[src/rtl/add_sub_unfan_if.sv]
`default_nettype none
// ============================================================================
// Module   : add_sub_unfan_if
// Purpose  : Valid/ready stream bundle between a sum/difference producer,
//            the add_sub_unfan decoder and its downstream consumer.
// Revision : 1.0 - initial release
// ============================================================================
interface add_sub_unfan_if #(
    parameter int WIDTH = 2
);
    logic             in_valid;
    logic             in_ready;
    logic [WIDTH:0]   sum_in;
    logic [WIDTH:0]   diff_in;
    logic             out_valid;
    logic             out_ready;
    logic [WIDTH-1:0] out0;
    logic [WIDTH-1:0] out1;
    logic             err;
    logic [7:0]       err_count;

    modport slave (
        input  in_valid, sum_in, diff_in, out_ready,
        output in_ready, out_valid, out0, out1, err, err_count
    );

    modport master (
        output in_valid, sum_in, diff_in, out_ready,
        input  in_ready, out_valid, out0, out1, err, err_count
    );
endinterface
`default_nettype wire

[src/rtl/add_sub_unfan.sv]
`default_nettype none
// ============================================================================
// Module   : add_sub_unfan
// Purpose  : Two-stage decoder recovering (in0, in1) from sum/difference,
//            flagging impossible pairs. ADD_SUB_UNFAN_ERRCNT_EN builds the
//            saturating error counter; otherwise err_count is tied to zero.
// Revision : 1.0 - initial release
// ============================================================================
module add_sub_unfan #(
    parameter int WIDTH = 2
) (
    input  wire logic        clk,
    input  wire logic        rst,
    add_sub_unfan_if.slave   bus
);
    localparam int c_XW = WIDTH + 2;

    logic             r_s1_valid;
    logic [WIDTH:0]   r_s1_sum;
    logic [WIDTH:0]   r_s1_diff;
    logic             r_s2_valid;
    logic [WIDTH-1:0] r_out0;
    logic [WIDTH-1:0] r_out1;
    logic             r_err;

    logic             w_s2_adv;
    logic             w_in_ready;
    logic [c_XW-1:0]  w_sum_x;
    logic [c_XW-1:0]  w_diff_x;
    logic [c_XW-1:0]  w_a;
    logic [c_XW-1:0]  w_b;
    logic             w_par_err;
    logic             w_rng_err;

    assign w_s2_adv   = !r_s2_valid || bus.out_ready;
    assign w_in_ready = !r_s1_valid || w_s2_adv;

    assign w_sum_x  = {1'b0, r_s1_sum};
    assign w_diff_x = {r_s1_diff[WIDTH], r_s1_diff};
    assign w_a      = $signed(w_sum_x + w_diff_x) >>> 1;
    assign w_b      = $signed(w_sum_x - w_diff_x) >>> 1;

    // Odd sum+diff has no integer half; any bit above WIDTH means a negative
    // or oversized operand (this also catches wrap of the WIDTH+2 sum).
    assign w_par_err = r_s1_sum[0] ^ r_s1_diff[0];
    assign w_rng_err = (|w_a[c_XW-1:WIDTH]) || (|w_b[c_XW-1:WIDTH]);

    always_ff @(posedge clk) begin
        if (rst) begin
            r_s1_valid <= 1'b0;
            r_s1_sum   <= '0;
            r_s1_diff  <= '0;
            r_s2_valid <= 1'b0;
            r_out0     <= '0;
            r_out1     <= '0;
            r_err      <= 1'b0;
        end else begin
            if (w_in_ready) begin
                r_s1_valid <= bus.in_valid;
                if (bus.in_valid) begin
                    r_s1_sum  <= bus.sum_in;
                    r_s1_diff <= bus.diff_in;
                end
            end
            if (w_s2_adv) begin
                r_s2_valid <= r_s1_valid;
                if (r_s1_valid) begin
                    r_out0 <= w_a[WIDTH-1:0];
                    r_out1 <= w_b[WIDTH-1:0];
                    r_err  <= w_par_err || w_rng_err;
                end
            end
        end
    end

    assign bus.in_ready  = w_in_ready;
    assign bus.out_valid = r_s2_valid;
    assign bus.out0      = r_out0;
    assign bus.out1      = r_out1;
    assign bus.err       = r_err;

`ifdef ADD_SUB_UNFAN_ERRCNT_EN
    logic [7:0] r_err_count;

    always_ff @(posedge clk) begin
        if (rst) begin
            r_err_count <= 8'd0;
        end else if (r_s2_valid && bus.out_ready && r_err && (r_err_count != 8'hFF)) begin
            r_err_count <= r_err_count + 8'd1;
        end
    end

    assign bus.err_count = r_err_count;
`else
    assign bus.err_count = 8'd0;
`endif

endmodule
`default_nettype wire

[src/flat_wrapper.sv]
// flat-port wrapper written by rule: the top's interface ports become plain ports
module add_sub_unfan_flat 
#(
    parameter int WIDTH = 2
)
  (clk, rst, bus_in_valid, bus_sum_in, bus_diff_in, bus_out_ready, bus_in_ready, bus_out_valid, bus_out0, bus_out1, bus_err, bus_err_count);
  add_sub_unfan_if #(.WIDTH(WIDTH)) bus_i ();
  input  wire logic clk;
  input  wire logic rst;
  input wire logic [$bits(bus_i.in_valid)-1:0] bus_in_valid;
  input wire logic [$bits(bus_i.sum_in)-1:0] bus_sum_in;
  input wire logic [$bits(bus_i.diff_in)-1:0] bus_diff_in;
  input wire logic [$bits(bus_i.out_ready)-1:0] bus_out_ready;
  output wire logic [$bits(bus_i.in_ready)-1:0] bus_in_ready;
  output wire logic [$bits(bus_i.out_valid)-1:0] bus_out_valid;
  output wire logic [$bits(bus_i.out0)-1:0] bus_out0;
  output wire logic [$bits(bus_i.out1)-1:0] bus_out1;
  output wire logic [$bits(bus_i.err)-1:0] bus_err;
  output wire logic [$bits(bus_i.err_count)-1:0] bus_err_count;
  assign bus_i.in_valid = bus_in_valid;
  assign bus_i.sum_in = bus_sum_in;
  assign bus_i.diff_in = bus_diff_in;
  assign bus_i.out_ready = bus_out_ready;
  assign bus_in_ready = bus_i.in_ready;
  assign bus_out_valid = bus_i.out_valid;
  assign bus_out0 = bus_i.out0;
  assign bus_out1 = bus_i.out1;
  assign bus_err = bus_i.err;
  assign bus_err_count = bus_i.err_count;
  add_sub_unfan #(.WIDTH(WIDTH)) u_core (.clk(clk), .rst(rst), .bus(bus_i));
endmodule
[config.mk]
export PLATFORM = sky130hd
export DESIGN_NAME = add_sub_unfan_flat
export DESIGN_NICKNAME = d
export VERILOG_FILES = /design/src/rtl/add_sub_unfan_if.sv /design/src/rtl/add_sub_unfan.sv /design/src/flat_wrapper.sv
export SDC_FILE = /design/constraint.sdc
export NUM_CORES = 1
export LEC_CHECK = 0
export BUFFER_PORTS_ARGS = -buffer_cell sky130_fd_sc_hd__buf_2
export CORE_MARGIN = 3
export CORE_UTILIZATION = 51
export CTS_BUF_LIST = sky130_fd_sc_hd__clkbuf_2
export DETAILED_ROUTE_END_ITERATION = 8
export PLACE_DENSITY = 0.78
export SYNTH_ARGS = -nofsm -noshare
export SYNTH_HDL_FRONTEND = slang
export SYNTH_SLANG_ARGS = --single-unit
[constraint.sdc]
create_clock -name clk -period 2.2 [get_ports clk]
set_input_delay 0.33 -clock clk [delete_from_list [all_inputs] [get_ports clk]]
set_output_delay 0.33 -clock clk [all_outputs]
set_load 0.05 [all_outputs]
==> impl_metrics.toml, run 1 <==
[run_status]
status = "finished, final reports clean"

[clock_network]
clock_path_buffers = 2
worstSkewPairLatency_ns = 0.27
cts_tree = "built"
cts_resized = 0
cts_setup_buffers = 0
htree_num_levels = 1
clockRootBuffer = "clkbuf_2"
clock_sinks = 13
clk_pin_slew_worst_paths_ns = 0.14
cts_made_buffers = 3
cts_hold_buffers = 0

[finish]
area_growth_pct = 7.68
final_nets = 123
diodes = 0
mostFrequentLayoutCells = "buf_2 (16), dfxtp_1 (13), nand2_1 (10), inv_1 (9), a21oi_1 (9)"
drive_above_1_share_pct = 24.0
final_common_cell = "buf_2"
fillCellCount = 132

[synthesis]
synth_fa_ha_area_share_pct = 15.0
netlist_area_sq_um = 766
ys_types = 24
synthCells = 89
yosys_warnings = 0
synth_mux_area_share_pct = 1.31
ys_seq_elements = 13
synth_xor_area_share_pct = 2.29
syn_area_per_cell_sq_um = 8.60
synth_simple_gate_area_share_pct = 16.8
ys_seq_area_share_pct = 34.0
synth_top_family_by_area = "simple AND/OR/NAND/NOR gates"
synth_compound_area_share_pct = 14.4

[floorplanning]
io_pins = 25
dieHeight_microns = 44.8
dieArea_sq_um = 2000
rows = 13
core_area_sq_um = 1350
die_w_microns = 44.8
start_util_pct = 56.7

[timing]
tns_ns = 0
clock.fmax_mhz = 570
maxSlewViolCount = 0
fin_skew_ns = 0.0113
hold_viol_final = 0
rsz0062_at_grt = "no"
setup_violations = 0
hold_slack_ns = 0.288
period_needed_ns = 1.75
period_share_pct = 79.7

[critical_path]
worstSetupPathType = "register to register"
reg2regPathDepth = 6
slowest_delay_ns = 0.43
crit_arrival_ns = 1.93
cp_cell_sequence = "inv_1 -> ha_1 -> inv_1 -> a221oi_2 -> nand2_1 -> o311a_1"
critical-path-slowest-cell = "dfxtp_1"
crit_end = "u_core.bus.err"
cp_num_cells = 6
worstPathRequired_ns = 2.38
end_kind = "register"
crit_path_start_kind = "register"
r2r-end = "u_core.bus.err"
critPathMaxFanout = 6
startpoint = "u_core.r_s1_diff[2]"
ff2ff_setup_slack_ns = 0.45
worstReg2RegStart = "u_core.r_s1_diff[2]"
cp_common_cell = "inv_1"
crit_buf_inv = 2
crit_family = "compound AO/OA/AOI/OAI gates"

[grt]
grt_util_all_layers_pct = 15.2
antenna_found_initial = 0
grt_max_degree = 14
first_global_vias = 537
grt_pass1_wl_mm = 2.26
overflow = 0

[flow_run]
cap_viol_max_count = 0

[placed_design]
gp_congestion = 0.769
hpwl_mm = 1.07
port_buffers = 16

[hold_path]
hold_path.class = "input pin to register"
hold_depth = 3

[power]
cellLeakagePower_uw = 0.000394
netSwitchingFraction_pct = 36.6
power.share.clock_pct = 23.9
power_switching_uw = 196
combPwrFrac_pct = 27.1
p_int_uw = 340
sequentialPowerShare_pct = 49.0
irDropWorstVdd_mv = 0.398
powerDensity_nw_per_um2 = 651

[detailed_routing]
ant_nets = 0
drt_iter0_markers = 11
post-route-drc-count = 0
wirelength_mm = 1.37
vias = 616
drt_first_pass_iters = 4
wire_per_inst_microns = 11.5
via_per_inst = 5.18
==> stage by stage <==
step	utilization (%)	cell area (sq um)	setup slack (ns)	std cells	total power (uW)
finish	61.1	825	0.446	119	536
CTS	61.1	825	0.471	119	540
global placement	59.6	805	0.574	115	409
floorplan	-	792	0.567	96	401
detailed placement	59.6	805	0.512	115	413
global route	61.1	825	0.379	119	566
==> cell families (layout without fill, tap and decap cells) <==
logic type / count (synthesis) / count (layout)
flip-flops: 13 / 13
AO/OA/AOI/OAI: 16 / 16
XOR/XNOR: 2 / 2
adder cells (fa/ha/maj): 8 / 8
other: 1 / 8
buffers and inverters: 21 / 29
AND/OR/NAND/NOR: 27 / 27
multiplexers: 1 / 1
==> layer usage <==
| layer | global-route usage, % | part of all wire, % | vias to the layer above |
|---|---|---|---|
| li1 | - | - | 306 |
| met1 | 19.1 | 44 | 276 |
| met2 | 26.1 | 47 | 30 |
| met3 | 3.59 | 8.0 | 4 |
| met4 | 3.61 | 0.73 | 0 |
| met5 | 0 | 0 | - |
==> synth_stat cells, drive strengths merged <==
| cell type | count | share of area (%) |
|---|---|---|
| buf | 10 | 10 |
| nand3 | 6 | 3.9 |
| a21oi | 10 | 7.0 |
| nand4 | 1 | 0.82 |
| fa | 2 | 5.2 |
| conb | 1 | 0.49 |
| mux2i | 1 | 1.3 |
| inv | 9 | 4.4 |
| nand3b | 1 | 1.5 |
| xnor2 | 2 | 2.3 |
| nand2b | 1 | 1.1 |
| a211oi | 3 | 2.9 |
| o21ai | 1 | 1.1 |
| nor2 | 6 | 2.9 |
| dfxtp | 13 | 34 |
| nand2 | 10 | 4.9 |
| ha | 6 | 9.8 |
| and2 | 1 | 0.82 |
| o311a | 1 | 1.3 |
| or3 | 1 | 0.82 |
| clkbuf | 2 | 0.98 |
| a221oi | 1 | 2.0 |
==> area by class of cell <==
cell class | instances | area (sq um) | area share [%]
multi-input combinational | 62 | 412 | 49.9
sequential | 13 | 260 | 31.6
timing repair buffer | 16 | 80.1 | 9.71
inverter | 9 | 33.8 | 4.10
clock buffer | 4 | 20.0 | 2.43
tap | 15 | 18.8 | 2.28
==> worst min-delay path by stage <==
stage | from | end | slack (ns)
floorplan | rst | u_core.bus.out0[0] | 0.40
global placement | u_core.r_s1_sum[0] | u_core.r_s1_sum[0] | 0.46
detailed placement | u_core.r_s1_sum[0] | u_core.r_s1_sum[0] | 0.47
CTS | bus_diff_in[2] | u_core.r_s1_diff[2] | 0.28
global route | bus_diff_in[2] | u_core.r_s1_diff[2] | 0.29
finish | bus_diff_in[0] | u_core.r_s1_diff[0] | 0.29
==> sequential cells by signal (all words and copies together), names as in the netlist <==
signal / count
u_core.r_s1_diff: 3
u_core.r_s1_sum: 3
u_core.bus.out0: 2
u_core.bus.out1: 2
u_core.bus.err: 1
u_core.bus.out_valid: 1
u_core.r_s1_valid: 1
==> power by group through the flow <==
stage	sequential (uW)	clock (uW)	combinational (uW)
finish	263	128	146
global placement	267	0	142
global route	265	143	158
detailed placement	268	0	146
CTS	263	131	146
floorplan	293	0	108
==> worst min-delay path, delay by kind of cell <==
| family | cells | cell delay (ns) |
|---|---|---|
| buffers and inverters | 1 | 0.09 |
| AND/OR/NAND/NOR | 1 | 0.05 |
| AO/OA/AOI/OAI | 1 | 0.05 |
Note: power is estimated with default switching activity, not from simulation.
==> run 2: changes to the inputs <==
Settings changed: ABC_AREA set to 1.
Clock period 2.2 ns to 1.65 ns, I/O delays scaled along.
==> run 2 against run 1 <==
  * Sequential power is 33% higher
  * Clock skew is 0.0075 ns lower
  * Non-clock buffer count stayed put
==> impl_metrics.toml, run 2 <==
[run_status]
status = "finished, final reports clean"

[grt]
grt_max_degree = 14
antenna_found_initial = 0
first_global_vias = 553
grt_util_all_layers_pct = 16.7
grt_pass1_wl_mm = 2.31
overflow = 0

[timing]
period_needed_ns = 1.45
hold_viol_final = 0
clock.fmax_mhz = 692
setup_violations = 0
period_share_pct = 87.6
rsz0062_at_grt = "no"
fin_skew_ns = 0.00371
setup_ws_ns = 0.204
tns_ns = 0
maxSlewViolCount = 0

[floorplanning]
rows = 13
core_area_sq_um = 1350
start_util_pct = 56.2
die_w_microns = 44.6
dieArea_sq_um = 1990
dieHeight_microns = 44.6
io_pins = 25

[finish]
seq_area_sq_um = 260
diodes = 0
area_growth_pct = 9.24
multi_input_area_sq_um = 400
largestRegisters = "u_core.r_s1_diff: 3 flops, u_core.r_s1_sum: 3 flops"
final_nets = 129
final_common_cell = "buf_2"
drive_above_1_share_pct = 24.5
mostFrequentLayoutCells = "buf_2 (16), nand2_1 (13), dfxtp_1 (13), inv_1 (11), nor2_1 (9)"
fillCellCount = 143

[synthesis]
netlist_area_sq_um = 758
synthFlopType = "dfxtp_1"
ys_seq_elements = 13
synth_common_cells = "dfxtp_1 (13), nand2_1 (13), inv_1 (11)"
ys_types = 21
yosys_warnings = 0
synth_edf_count = 0
ys_seq_area_share_pct = 34.3
synthArstFlopShare_pct = 0
syn_area_per_cell_sq_um = 8.15
synthCells = 93
synth_top_area_cell = "dfxtp_1"
yosys.area.top_type_share_pct = 34.3
ys_top_cells_by_area = "dfxtp_1 (34%), ha_1 (9.9%), buf_4 (7.9%)"

[detailed_routing]
wirelength_mm = 1.38
post-route-drc-count = 0
drt_first_pass_iters = 4
wire_per_inst_microns = 11.0
via_per_inst = 4.88
vias = 610
ant_nets = 0
drt_iter0_markers = 12

[critical_path]
end_kind = "register"
critPathMaxFanout = 6
cp_cell_sequence = "inv_1 -> ha_1 -> or2_2 -> nand2_1 -> nand2_1 -> nand2_1 -> a21oi_2"
critical-path-slowest-cell = "ha_1"
crit_arrival_ns = 1.63
cp_common_cell = "nand2_1"
slowest_delay_ns = 0.40
crit_buf_inv = 1
crit_path_start_kind = "register"
worstPathRequired_ns = 1.83
crit_family = "simple AND/OR/NAND/NOR gates"
worstSetupPathType = "register to register"

[clock_network]
worstSkewPairLatency_ns = 0.27
cts_setup_buffers = 0
clockRootBuffer = "clkbuf_2"
htree_num_levels = 1
cts_made_buffers = 3
cts_resized = 0
cts_tree = "built"
cts_hold_buffers = 0
clk_pin_slew_worst_paths_ns = 0.12
clock_sinks = 13
clock_path_buffers = 2

[flow_run]
cap_viol_max_count = 0

[hold_path]
hold_path.class = "input pin to register"

[placed_design]
gp_congestion = 0.817
hpwl_microns = 996
port_buffers = 16
pre_cts_ws_ns = 0.222

[power]
powerDensity_nw_per_um2 = 882
irDropWorstVdd_mv = 0.423
cellLeakagePower_uw = 0.000429
## run 2: changes by cell type in the layout (fill, tap and decap cells not counted), sizes merged, moves of 2 or more
| cell | delta |
|---|---|
| nor2 | +3 |
| nand2 | +4 |
| a211oi | +4 |
| a21oi | -2 |
| inv | +4 |
## run 2: worst paths after layout
kind	startpoint	to	slack (ns)	depth (start not counted)
setup / recovery	u_core.r_s1_diff[2]	u_core.bus.err	0.20	7
hold / removal	bus_sum_in[2]	u_core.r_s1_sum[2]	0.21	3
setup reg to reg	u_core.r_s1_diff[2]	u_core.bus.err	0.20	7
hold reg to reg	u_core.bus.out1[0]	u_core.bus.out1[0]	0.49	2
## run 2: worst min-delay path, stage by stage
cell	delay, ns
buf_2	0.09
nand2_1	0.05
a21oi_1	0.05
## run 2: layer usage
| layer | GRT usage, % | routed length (microns) |
|---|---|---|
| met1 | 18.3 | 640 |
| met2 | 25.8 | 580 |
| met3 | 4.88 | 89 |
| met4 | 15.1 | 68 |
| met5 | 0 | 0 |
## run 2: power breakdown
part           switching [uW]  internal [uW]  total, uW  leakage (uW)
clock network             101           64.3        166     0.0000166
registers                14.1            336        350      0.000107
logic                     154           60.9        215      0.000305
total                     269            461        731      0.000429
## run 2: logic make-up after synthesis
family / synth area share, %
XOR/XNOR: 2.31
flip-flops: 34.3
buffers and inverters: 16.3
AND/OR/NAND/NOR: 16.5
adder cells (fa/ha/maj): 15.2
other: 0.495
AO/OA/AOI/OAI: 14.9
## run 2: layout make-up
class,instances,share of cell area (%)
Multi-Input combinational cell,64,48.3
Sequential cell,13,31.4
Timing Repair Buffer,16,9.67
Inverter,13,5.89
Clock buffer,4,2.42
Tap cell,15,2.27
## run 2: stage by stage
step	util (%)	power (uW)	cell area [sq um]	hold slack (ns)	cells
final	61.4	731	828	0.208	125
after global routing	61.4	781	828	0.201	125
after CTS	61.4	739	828	0.200	125
after detailed placement	59.9	571	808	0.463	121
after global placement	59.9	567	808	0.452	121
after floorplan	-	547	785	0.326	100
==> run 3: changes to the inputs <==
Settings changed: CELL_PAD_IN_SITES_DETAIL_PLACEMENT set to 0, CELL_PAD_IN_SITES_GLOBAL_PLACEMENT set to 1, CORE_UTILIZATION 51 to 36, PLACE_DENSITY 0.78 to 0.77, SETUP_SLACK_MARGIN set to 0.3.
==> run 3 against run 2 <==
  * Clock skew down 0.0033 ns
  * Power up 2.7%
  * Die area is 36% higher
  * Wire length decreased by 1.8%
  * Maximum frequency grew 8.6%
  * Core utilization fell by 12 points
  * Non-clock buffer count increased by 2
  * Register-to-register slack gained 0.11 ns
  * Sequential cell count unchanged
  * Critical path depth is 1 lower
==> impl_metrics.toml, run 3 (synthesized netlist as in run 2, its figures left out) <==
[run_status]
status = "finished, final reports clean"

[placed_design]
dpl-instance-area_sq_um = 842
gp_congestion = 0.767
hpwl_mm = 1.05
port_buffers = 16
pre_cts_ws_ns = 0.257

[clock_network]
worstSkewPairLatency_ns = 0.27
cts_hold_buffers = 0
clock_path_buffers = 2
htree_num_levels = 1
clockRootBuffer = "clkbuf_2"
clock_sinks = 13
cts_tree = "built"
clk_pin_slew_worst_paths_ns = 0.12
cts_made_buffers = 3

[timing]
clock.fmax_mhz = 751
setup_ws_ns = 0.318
setup_violations = 0
period_share_pct = 80.7
hold_viol_final = 0
fin_skew_ns = 0.000364
period_needed_ns = 1.33
rsz0062_at_grt = "yes"
tns_ns = 0
maxSlewViolCount = 0

[detailed_routing]
wirelength_mm = 1.35
drt_first_pass_iters = 3
via_per_inst = 4.47
vias = 613
post-route-drc-count = 0
drt_iter0_markers = 1
ant_nets = 0
wire_per_inst_microns = 9.88

[critical_path]
worstReg2RegStart = "u_core.r_s1_sum[0]"
critPathMaxFanout = 2
worstSetupPathType = "register to register"
end_kind = "register"
crit_arrival_ns = 1.55
worstPathRequired_ns = 1.86
startpoint = "u_core.r_s1_sum[0]"
crit_path_start_kind = "register"

[power]
irDropWorstVdd_mv = 0.422
powerDensity_nw_per_um2 = 825
combPwrFrac_pct = 31.0
cellLeakagePower_uw = 0.000438
power_switching_uw = 276
p_int_uw = 475
power.share.clock_pct = 21.9
netSwitchingFraction_pct = 36.7
sequentialPowerShare_pct = 47.1

[grt]
first_global_vias = 557
grt.busiest_layer = "met2"
antenna_found_initial = 0
grt_util_all_layers_pct = 11.8
grt_max_degree = 14
use_met3_pct = 5.16
use_met1_pct = 13.9
grt_pass1_wl_mm = 2.30
overflow = 0
met2_usage_pct = 18.2

[finish]
seq_area_sq_um = 269
multi_input_area_sq_um = 445
postLayoutCellArea_sq_um = 910
final_nets = 131
mostFrequentLayoutCells = "buf_2 (16), nand2_1 (13), nor2_1 (9), conb_1 (8), dfxtp_1 (8)"
final_core_util_pct = 49.0
diodes = 0
largestRegisters = "u_core.r_s1_diff: 3 flops, u_core.r_s1_sum: 3 flops"
area_growth_pct = 20.0
drive_above_1_share_pct = 40.2
fillCellCount = 194
final_common_cell = "buf_2"

[floorplanning]
core_area_sq_um = 1860
rows = 15
io_pins = 25
start_util_pct = 40.8
dieArea_sq_um = 2690
dieHeight_microns = 51.9
die_w_microns = 51.9

[flow_run]
cap_viol_max_count = 0

[hold_path]
hold_start = "bus_diff_in[0]"
hold_path.class = "input pin to register"
## run 3: cell count changes in the layout (fill, tap and decap cells not counted), sizes merged
cell and delta:
buf +2
## run 3: metal layers
| layer | share of wire, % | vias up |
|---|---|---|
| li1 | - | 317 |
| met1 | 44 | 271 |
| met2 | 46 | 20 |
| met3 | 7.8 | 5 |
| met4 | 1.8 | 0 |
| met5 | 0 | - |
## run 3: path summary, 6_finish.rpt
kind	endpoint	slack, ns	depth (start not counted)
hold reg to reg	u_core.bus.out1[0]	0.47	2
hold / removal	u_core.r_s1_diff[0]	0.20	3
setup / recovery	u_core.bus.out1[0]	0.32	6
setup reg to reg	u_core.bus.out1[0]	0.32	6
## run 3: per-stage QoR
stage	power, uW	hold WS [ns]	instances
floorplan	555	0.326	100
global placement	578	0.452	131
detailed placement	579	0.464	131
CTS	756	0.186	135
global route	802	0.197	137
finish	750	0.198	137
## run 3: repair_timing
action,CTS,global route
buffers inserted,0,2
setup endpoints to repair,4,5
pin swaps,1,3
gates resized for setup,10,6
## run 3: final cells by class
type	count	share of cell area, %
multi-input cells	64	49.0
inverters	13	5.36
clock buffers	4	2.20
well taps	25	3.44
flip-flops and latches	13	29.6
repair buffers	18	10.5
## run 3: critical path, cell delays in order, from the launching register on
cell and delay (ns):
dfxtp_2 0.35, inv_2 0.07, ha_4 0.13, inv_2 0.04
fa_2 0.51, nand2_1 0.05, a21oi_1 0.13
## run 3: power groups by stage
stage	sequential [uW]	clock, uW	combinational [uW]
floorplan	395	0	160
global placement	358	0	220
detailed placement	359	0	220
CTS	354	175	228
global route	357	189	255
finish	353	165	232
